`src/rtl/string_stream_engine.sv`:
```
// Byte-string engine: loads a string from a valid/ready stream, then runs
// len/getc/substr/toupper/tolower/clear commands and streams the results.
module string_stream_engine #(
  parameter int unsigned MAX_LEN = 32,
  parameter int unsigned CNT_W   = $clog2(MAX_LEN) + 1
) (
  input  logic             clk,
  input  logic             rst_n,
  input  logic             in_valid,
  output logic             in_ready,
  input  logic [7:0]       in_byte,
  input  logic             in_last,
  input  logic             cmd_valid,
  output logic             cmd_ready,
  input  logic [2:0]       cmd_op,
  input  logic [31:0]      cmd_arg0,
  input  logic [31:0]      cmd_arg1,
  output logic             out_valid,
  input  logic             out_ready,
  output logic [7:0]       out_byte,
  output logic             out_last,
  output logic             out_null,
  output logic [CNT_W-1:0] str_len,
  output logic             overflow
);

  localparam int unsigned IDX_W = $clog2(MAX_LEN);

  localparam logic [2:0] OP_LEN     = 3'd0;
  localparam logic [2:0] OP_GETC    = 3'd1;
  localparam logic [2:0] OP_SUBSTR  = 3'd2;
  localparam logic [2:0] OP_TOUPPER = 3'd3;
  localparam logic [2:0] OP_TOLOWER = 3'd4;
  localparam logic [2:0] OP_CLEAR   = 3'd5;

  typedef enum logic [1:0] {S_LOAD, S_READY, S_STREAM} state_t;

  state_t           r_state, w_state_n;
  logic [7:0]       r_buf [MAX_LEN];
  logic [CNT_W-1:0] r_len, w_len_n;
  logic             r_ovf, w_ovf_n;
  logic [2:0]       r_op, w_op_n;
  logic [IDX_W-1:0] r_idx, w_idx_n;
  logic [IDX_W-1:0] r_end, w_end_n;
  logic             r_out_valid, w_out_valid_n;
  logic [7:0]       r_out_byte, w_out_byte_n;
  logic             r_out_last, w_out_last_n;
  logic             r_out_null, w_out_null_n;
  logic             r_in_ready, w_in_ready_n;
  logic             r_cmd_ready, w_cmd_ready_n;
  logic             w_wr_en;

  logic signed [31:0] w_a0, w_a1, w_len_s;
  logic               w_arg0_ok, w_sub_ok;
  logic [IDX_W-1:0]   w_a0_idx, w_a1_idx;

  // Signed 32-bit argument range checks; negatives never wrap into range
  assign w_a0      = $signed(cmd_arg0);
  assign w_a1      = $signed(cmd_arg1);
  assign w_len_s   = $signed(32'(r_len));
  assign w_arg0_ok = (w_a0 >= 32'sd0) && (w_a0 < w_len_s);
  assign w_sub_ok  = w_arg0_ok && (w_a1 >= w_a0) && (w_a1 < w_len_s);
  assign w_a0_idx  = cmd_arg0[IDX_W-1:0];
  assign w_a1_idx  = cmd_arg1[IDX_W-1:0];

  function automatic logic [7:0] f_xform(input logic [2:0] op, input logic [7:0] b);
    logic [7:0] r;
    r = b;
    if (op == OP_TOUPPER && b >= 8'h61 && b <= 8'h7A) r = b - 8'h20;
    if (op == OP_TOLOWER && b >= 8'h41 && b <= 8'h5A) r = b + 8'h20;
    return r;
  endfunction

  always_ff @(posedge clk or negedge rst_n) begin
    if (!rst_n) begin
      r_state     <= S_LOAD;
      r_len       <= '0;
      r_ovf       <= 1'b0;
      r_op        <= '0;
      r_idx       <= '0;
      r_end       <= '0;
      r_out_valid <= 1'b0;
      r_out_byte  <= '0;
      r_out_last  <= 1'b0;
      r_out_null  <= 1'b0;
      r_in_ready  <= 1'b1;
      r_cmd_ready <= 1'b0;
    end else begin
      r_state     <= w_state_n;
      r_len       <= w_len_n;
      r_ovf       <= w_ovf_n;
      r_op        <= w_op_n;
      r_idx       <= w_idx_n;
      r_end       <= w_end_n;
      r_out_valid <= w_out_valid_n;
      r_out_byte  <= w_out_byte_n;
      r_out_last  <= w_out_last_n;
      r_out_null  <= w_out_null_n;
      r_in_ready  <= w_in_ready_n;
      r_cmd_ready <= w_cmd_ready_n;
    end
  end

  // String storage has no reset; contents are meaningless until loaded
  always_ff @(posedge clk) begin
    if (w_wr_en) r_buf[r_len[IDX_W-1:0]] <= in_byte;
  end

  always_comb begin
    w_state_n     = r_state;
    w_len_n       = r_len;
    w_ovf_n       = r_ovf;
    w_op_n        = r_op;
    w_idx_n       = r_idx;
    w_end_n       = r_end;
    w_out_valid_n = r_out_valid;
    w_out_byte_n  = r_out_byte;
    w_out_last_n  = r_out_last;
    w_out_null_n  = r_out_null;
    w_wr_en       = 1'b0;

    case (r_state)
      S_LOAD: begin
        if (in_valid) begin
          if (r_len == CNT_W'(MAX_LEN)) begin
            w_ovf_n = 1'b1;
          end else begin
            w_wr_en = 1'b1;
            w_len_n = r_len + CNT_W'(1);
          end
          if (in_last) w_state_n = S_READY;
        end
      end

      S_READY: begin
        if (cmd_valid) begin
          // Present the first result beat directly on the accepting edge
          w_op_n        = cmd_op;
          w_state_n     = S_STREAM;
          w_out_valid_n = 1'b1;
          w_out_last_n  = 1'b1;
          w_out_null_n  = 1'b0;
          w_out_byte_n  = 8'h00;
          case (cmd_op)
            OP_LEN: w_out_byte_n = 8'(r_len);
            OP_GETC: begin
              if (w_arg0_ok) w_out_byte_n = r_buf[w_a0_idx];
              else           w_out_null_n = 1'b1;
            end
            OP_SUBSTR: begin
              if (w_sub_ok) begin
                w_idx_n      = w_a0_idx;
                w_end_n      = w_a1_idx;
                w_out_byte_n = r_buf[w_a0_idx];
                w_out_last_n = (w_a0_idx == w_a1_idx);
              end else begin
                w_out_null_n = 1'b1;
              end
            end
            OP_TOUPPER, OP_TOLOWER: begin
              if (r_len != '0) begin
                w_idx_n      = '0;
                w_end_n      = IDX_W'(r_len - CNT_W'(1));
                w_out_byte_n = f_xform(cmd_op, r_buf[0]);
                w_out_last_n = (r_len == CNT_W'(1));
              end else begin
                w_out_null_n = 1'b1;
              end
            end
            OP_CLEAR: begin
              w_state_n     = S_LOAD;
              w_out_valid_n = 1'b0;
              w_out_last_n  = 1'b0;
              w_len_n       = '0;
              w_ovf_n       = 1'b0;
            end
            default: w_out_null_n = 1'b1;
          endcase
        end
      end

      S_STREAM: begin
        if (out_ready) begin
          if (r_out_last) begin
            w_state_n     = S_READY;
            w_out_valid_n = 1'b0;
            w_out_byte_n  = 8'h00;
            w_out_last_n  = 1'b0;
            w_out_null_n  = 1'b0;
          end else begin
            w_idx_n      = r_idx + IDX_W'(1);
            w_out_byte_n = f_xform(r_op, r_buf[w_idx_n]);
            w_out_last_n = (w_idx_n == r_end);
          end
        end
      end

      default: w_state_n = S_LOAD;
    endcase

    w_in_ready_n  = (w_state_n == S_LOAD);
    w_cmd_ready_n = (w_state_n == S_READY);
  end

  assign in_ready  = r_in_ready;
  assign cmd_ready = r_cmd_ready;
  assign out_valid = r_out_valid;
  assign out_byte  = r_out_byte;
  assign out_last  = r_out_last;
  assign out_null  = r_out_null;
  assign str_len   = r_len;
  assign overflow  = r_ovf;

endmodule

```
`config.mk`:
```
export PLATFORM = sky130hd
export DESIGN_NAME = string_stream_engine
export DESIGN_NICKNAME = d
export VERILOG_FILES = /design/src/rtl/string_stream_engine.sv
export SDC_FILE = /design/constraint.sdc
export NUM_CORES = 1
export LEC_CHECK = 0
export CAP_MARGIN = 20
export CORE_MARGIN = 2
export CORE_UTILIZATION = 55
export DETAILED_ROUTE_END_ITERATION = 6
export PLACE_DENSITY = 0.79
export SETUP_SLACK_MARGIN = 0.3
export SYNTH_ARGS = -nofsm -noshare
export SYNTH_HDL_FRONTEND = slang
export SYNTH_SLANG_ARGS = --single-unit
export TNS_END_PERCENT = 50
```
`constraint.sdc`:
```
create_clock -name clk -period 7.1 [get_ports clk]
set_input_delay 1.42 -clock clk [delete_from_list [all_inputs] [get_ports clk]]
set_output_delay 1.42 -clock clk [all_outputs]
set_load 0.02 [all_outputs]
```
## After elaboration in Yosys (flattened, before gate mapping)

Memory sizes are Yosys's and may differ from the RTL's.
Index checks and enable logic that the tools add are counted.
W data, S select, Z words.

| word-level totals | value |
|---|---|
| register bits after elaboration | 35 |
| bits in writable memories | 256 |
| input port bits | 81 |
| output and inout bits | 20 |
| word-level logic and storage cells | 148 |
| memories kept | 1 |

| cells by class | value |
|---|---|
| add/subtract/negate cells | 7 |
| order comparisons | 12 |
| equal/unequal tests | 27 |
| mux-type cells | 62 |
| reduce and logical (&&, ||, !) cells | 27 |

Memories:

| name | depth | width | read ports | clocked after memory_dff | write ports | line | RTL |
|---|---|---|---|---|---|---|---|
| r_buf | 32 | 8 | 3 | 0 | 1 | 39 | `logic [7:0] r_buf [MAX_LEN];` |

Operators with widths:

| kind | count |
|---|---|
| $mux W8 | 10 |
| $lt A32 B7 Y1 | 2 |
| $mux W5 | 7 |
| $ge A32 B1 Y1 const B | 1 |
| $ge A32 B32 Y1 | 1 |
| $ge A8 B7 Y1 const B | 4 |
| $le A8 B7 Y1 const B | 4 |
| $pmux W8 S4 | 1 |
| $pmux W5 S2 | 3 |
| $mux W6 | 4 |
| $mux W1 | 22 |
| $ne A2 B2 Y1 const B | 9 |
| $add A8 B6 Y8 const B | 2 |
| $pmux W8 S2 | 1 |
| $sub A8 B6 Y8 const B | 2 |
| $reduce_and A5 Y1 | 3 |
| $mux W2 | 6 |
| $pmux W6 S2 | 1 |
| $logic_and A1 B1 Y1 | 11 |
| $eq A5 B5 Y1 | 2 |
| $eq A3 B2 Y1 const B | 3 |
| $eq A3 B3 Y1 const B | 3 |
| $pmux W1 S2 | 4 |
| $reduce_and A7 Y1 | 1 |
| 22 further kinds | 28 |

## Longest topological paths before layout

An unclocked memory read counts as a cell.

| logic depth | value |
|---|---|
| depth after elaboration | 10 |
| gate-level depth with buffers | 16 |

## Worst setup path after synthesis

OpenSTA, ideal clock, no wires.

| timing | value |
|---|---|
| path type | input to register |
| from | input port cmd_arg0[1] |
| to | register r_end[0] |
| data arrival time | 4.152 ns |
| data required time | 6.975 ns |
| setup slack | 2.824 ns |
| cell stages on the path | 13 |
| path buffers | 2 |
| cells stage by stage | buf_2 > buf_1 > inv_1 > ha_1 > nor2b_1 > o21a_1 > o21a_1 > o21ai_0 > a31oi_1 > o211ai_1 > a32o_1 > nor3_2 > mux2_2 |

| on the way | value |
|---|---|
| cells in the longest elaborated chain, start to end | 6 |

RTL lines:

| element | line | RTL |
|---|---|---|
| start, declared | 16 | `input logic [31:0] cmd_arg0,` |
| $ge A32 B1 Y1 or $lt A32 B7 Y1 (tied branches) | 61 | `assign w_arg0_ok = (w_a0 >= 32'sd0) && (w_a0 < w_len_s);` |
| $logic_and A1 B1 Y1 | 61 |  |
| $logic_and A1 B1 Y1 (*) (2 in a row) | 62 | `assign w_sub_ok = w_arg0_ok && (w_a1 >= w_a0) && (w_a1 < w_len_s);` |
| $ne A2 B2 Y1 (no line) (*) | n/a |  |
| $reduce_and A5 Y1 (no line) (*) | n/a |  |
| end signal, assigned | 94 | `r_end <= w_end_n;` |
| end, declared | 44 | `logic [IDX_W-1:0] r_end, w_end_n;` |

Mark *: on every way between the ends. The rest lies on a longest branch, timed or not.
A chain may end at the register's enable or synchronous reset.

## Worst setup path in the final report

| timing | value |
|---|---|
| from | register r_idx[0] |
| to | register r_out_byte[5], in the netlist out_byte[5] |

| on the way | value |
|---|---|
| cells in the longest elaborated chain, start to end | 10 |

RTL lines:

| element | line | RTL |
|---|---|---|
| start, declared | 43 | `logic [IDX_W-1:0] r_idx, w_idx_n;` |
| start signal, assigned | 93 | `r_idx <= w_idx_n;` |
| $add A5 B1 Y5 (*) | 191 | `w_idx_n = r_idx + IDX_W'(1);` |
| $mem_v2 Z32 W8 (*) | n/a |  |
| $ge A8 B7 Y1 | 69 | `if (op == OP_TOUPPER && b >= 8'h61 && b <= 8'h7A) r = b - 8'h20;` |
| $logic_and A1 B1 Y1 (2 in a row) | 69 |  |
| $mux W8 | 69 |  |
| $mux W8 (*) | 70 | `if (op == OP_TOLOWER && b >= 8'h41 && b <= 8'h5A) r = b + 8'h20;` |
| $mux W8 (*) | 184 | `if (r_out_last) begin` |
| $mux W8 (*) | 183 | `if (out_ready) begin` |
| $pmux W8 S2 (*) | 122 | `case (r_state)` |
| end signal, assigned | 96 | `r_out_byte <= w_out_byte_n;` |
| end, declared | 46 | `logic [7:0] r_out_byte, w_out_byte_n;` |

Mark *: on every way between the ends. The rest lies on a longest branch, timed or not. The select of a mux whose other input is x is not followed.

==> results.yml <==
run_status:
  status: "finished clean"
grt:
  antenna_found_initial: 0
  grt_pass1_vias: 10963
  track_usage_pct: 29.63
  grt_pass1_wl_um: 68190
  grt_max_degree: 57
  grt_overflow_total: 0
worst_setup_path:
  cp-end-kind: "register"
  rr_endpoint: "out_byte[5]"
  worstPathRequired_ns: 7.54
  crit_top_cell: "nand3_1"
  cp_cell_sequence: "ha_2 > xor2_4 > buf_4 > mux4_2 > o211ai_1 > and3_1 > ha_1 > nand3_1 > or4_4 > a211oi_2 > a2111o_1 > nand3_1"
  r2r.worst_path.cells: 12
  arrival_ns: 5.33
  startpoint_type: "register"
  cp_max_fo: 41
  critPathMaxStageDelay_ns: 0.85
  path_class: "register to register"
  reg2reg_slack_ns: 2.22
  startpoint: "r_idx[0]"
  crit_path_top_delay_cell: "dfrtp_4"
  r2r_start: "r_idx[0]"
timing:
  setup_viol: 0
  maxSlewHeadroom_pct: 29.07
  slew_violations: 0
  skew_ns: 0.01474
  period_share_pct: 68.79
  worstMarginPinSlew_ns: 1.060
  post-route-min-period_ns: 4.884
  max_freq_mhz: 204.7
  holdWs_ns: 0.4908
  rsz0062_at_grt: "no"
  hold_viol: 0
  tns_ns: 0
final_layout:
  diodes: 0
  drive_gt1_share_pct: 17.33
  areaGrowthSynthToFinish_pct: 14.15
  fillers: 2048
  final_util_pct: 63.88
  nNetsFinal: 1339
floorplanning:
  core-area_um2: 28780
  dieArea_um2: 30670
  ios: 101
  initial_core_util_pct: 55.96
  die_w_um: 175.1
  die_h_um: 175.1
  rows: 62
drt:
  avgViaCountPerCell: 6.985
  drc: 0
  drt_wl_total_um: 45090
  drt-pass1-iter-count: 6
  drtAntennaViolNets: 0
  vias: 11225
  drt_iter0_drc: 1696
  wl_per_cell_um: 28.06
placed_design:
  place.gp.congestion: 0.9559
  place.port_buffers: 100
  place.detailed.hpwl_um: 30540
synthesis:
  synth.net_count: 1248
  synth_edf_count: 256
  yosysSeqAreaShare_pct: 53.17
  yosysWarnings: 0
  ys_types: 73
  syn_inst: 1110
  avgSynthCellArea_um2: 14.51
  syn_area_um2: 16110
  ys_ff_latch: 291
  async_flop_share_pct: 12.03
  synth_ff_type: "edfxtp_1"
cts:
  ctsHtreeMaxLevel: 1
  cts_resized: 0
  clock-sinks: 291
  cts_inserted_buffers: 30
  post_cts_buffers: 0
  clockBufferDepth: 3
  ctsHoldBuffers: 0
  clock_latency_ns: 0.57
  cts_root_buf: "clkbuf_16"
  cts_tree: "built"
  cts.reportedPaths.clkPinSlew_ns: 0.06
worst_hold_path:
  whs_endpoint: "out_valid"
  hp-start: "out_valid"
  hold_depth: 1
  hold_class: "register to register"
job:
  max_cap_violations: 0
pwr:
  power_density_nw_per_um2: 355.2
  leakage_nw: 6.405
  ir_worst_vdd_v: 0.0002050
[sequential cells by signal, summed over array words and instances, names as in the netlist]
| signal | cells |
|---|---|
| out_byte | 8 |
| r_op | 3 |
| overflow | 1 |
| r_buf | 256 |
| out_null | 1 |
| r_idx | 5 |
| out_last | 1 |
| out_valid | 1 |
| r_end | 5 |
| str_len | 6 |
| cmd_ready | 1 |
| in_ready | 1 |
| r_state | 2 |
[worst max-delay path by stage]
stage	end	slack, ns	cells past startpoint
final	out_byte[5]	2.22	12
after global routing	out_byte[5]	2.01	12
after CTS	out_byte[5]	2.30	12
after detailed placement	r_idx[4]	2.29	11
after global placement	r_end[3]	2.35	10
after floorplan	r_end[0]	2.82	13
[cells by family after synthesis]
kind of cell | synth area share [%]
AND/OR/NAND/NOR | 9.003
buffers and inverters | 3.418
AO/OA/AOI/OAI | 6.782
flip-flops | 53.17
XOR/XNOR | 0.9400
adder cells (fa/ha/maj) | 4.428
multiplexers | 22.26
[critical path: cells and delay by family (launching register included)]
kind,cells,cell delay (ns)
simple gates,4,0.95
fa+ha+maj,2,0.70
compound gates,3,0.69
flops,1,0.85
mux,1,0.40
buf+inv,1,0.57
xor+xnor,1,0.58
[cell usage after synthesis (all sizes together) (3+ instances only)]
cell,count,area [um2]
a221oi,4,35.03
buf,38,254.0
a221o,4,40.04
mux2,16,180.2
inv,58,217.7
and3,4,25.02
a21o,8,60.06
and4,4,35.03
and2,3,18.77
o21ai,23,115.1
nand2b,4,25.02
a22o,5,43.79
a31oi,11,68.82
ha,57,713.2
xnor2,8,88.84
clkbuf,20,75.07
nor2,60,225.2
nand4,14,87.58
edfxtp,256,7687
a22oi,11,82.58
o22ai,4,31.28
a32o,5,50.05
nor3,17,90.09
nand2,101,379.1
mux2i,33,330.3
mux4,134,3074
nand3b,9,67.56
or2,6,37.54
o31ai,8,65.06
o221ai,5,43.79
dfrtp,34,850.8
nand3,31,155.2
o21a,3,22.52
nor2b,5,31.28
a21oi,31,155.2
nor3b,13,97.59
a32oi,6,52.55
o211ai,6,45.04
a211oi,6,50.05
nor4,17,106.4
xor2,5,62.56
[placed cells by master (no fill, tap or decap), types with 17 or more instances in the layout]
cell / synthesis / final
a21oi_1: 31 / 31
clkbuf_16: 0 / 32
clkdlybuf4s50_1: 0 / 98
dfrtp_1: 34 / 33
edfxtp_1: 256 / 256
ha_1: 57 / 56
inv_1: 56 / 56
mux2i_1: 33 / 33
mux4_2: 119 / 119
nand2_1: 101 / 101
nand3_1: 31 / 31
nor2_1: 60 / 60
nor4_1: 17 / 17
o21ai_0: 22 / 22
[where the power goes]
group | total [mW] | switching [mW] | internal, mW
Clock | 1.46 | 0.668 | 0.793
Sequential | 2.23 | 0.224 | 2.01
Combinational | 2.84 | 1.68 | 1.15
Total | 6.53 | 2.58 | 3.95
[routing by layer]
layer  global-route usage [%]  wire length [um]  up-vias
li1                         -                 -     4656
met1                    41.22             16870     5575
met2                    47.19             21170      867
met3                    5.896              5233      127
met4                    10.21              1816        0
met5                        0                 0        -
[area by class of cell]
class	count	area [um2]	area share, %
sequential	291	8568	46.60
multi-input combinational	702	6994	38.04
timing repair buffer	117	1234	6.710
inverter	59	221.5	1.205
tap	384	480.5	2.613
clock inverter	17	88.84	0.4832
clock buffer	37	798.3	4.342
[metrics by stage]
| stage | setup WS (ns) | power (mW) | instance area (um2) | instances |
|---|---|---|---|---|
| final | 2.216 | 6.530 | 18390 | 1607 |
| after global routing | 2.007 | 6.773 | 18390 | 1607 |
| after detailed placement | 2.289 | 4.980 | 17350 | 1546 |
| after floorplan | 2.824 | 4.159 | 16110 | 1110 |
| after global placement | 2.349 | 4.915 | 17330 | 1545 |
| after CTS | 2.304 | 6.446 | 18240 | 1600 |
Power figures use the tool's default switching activity.
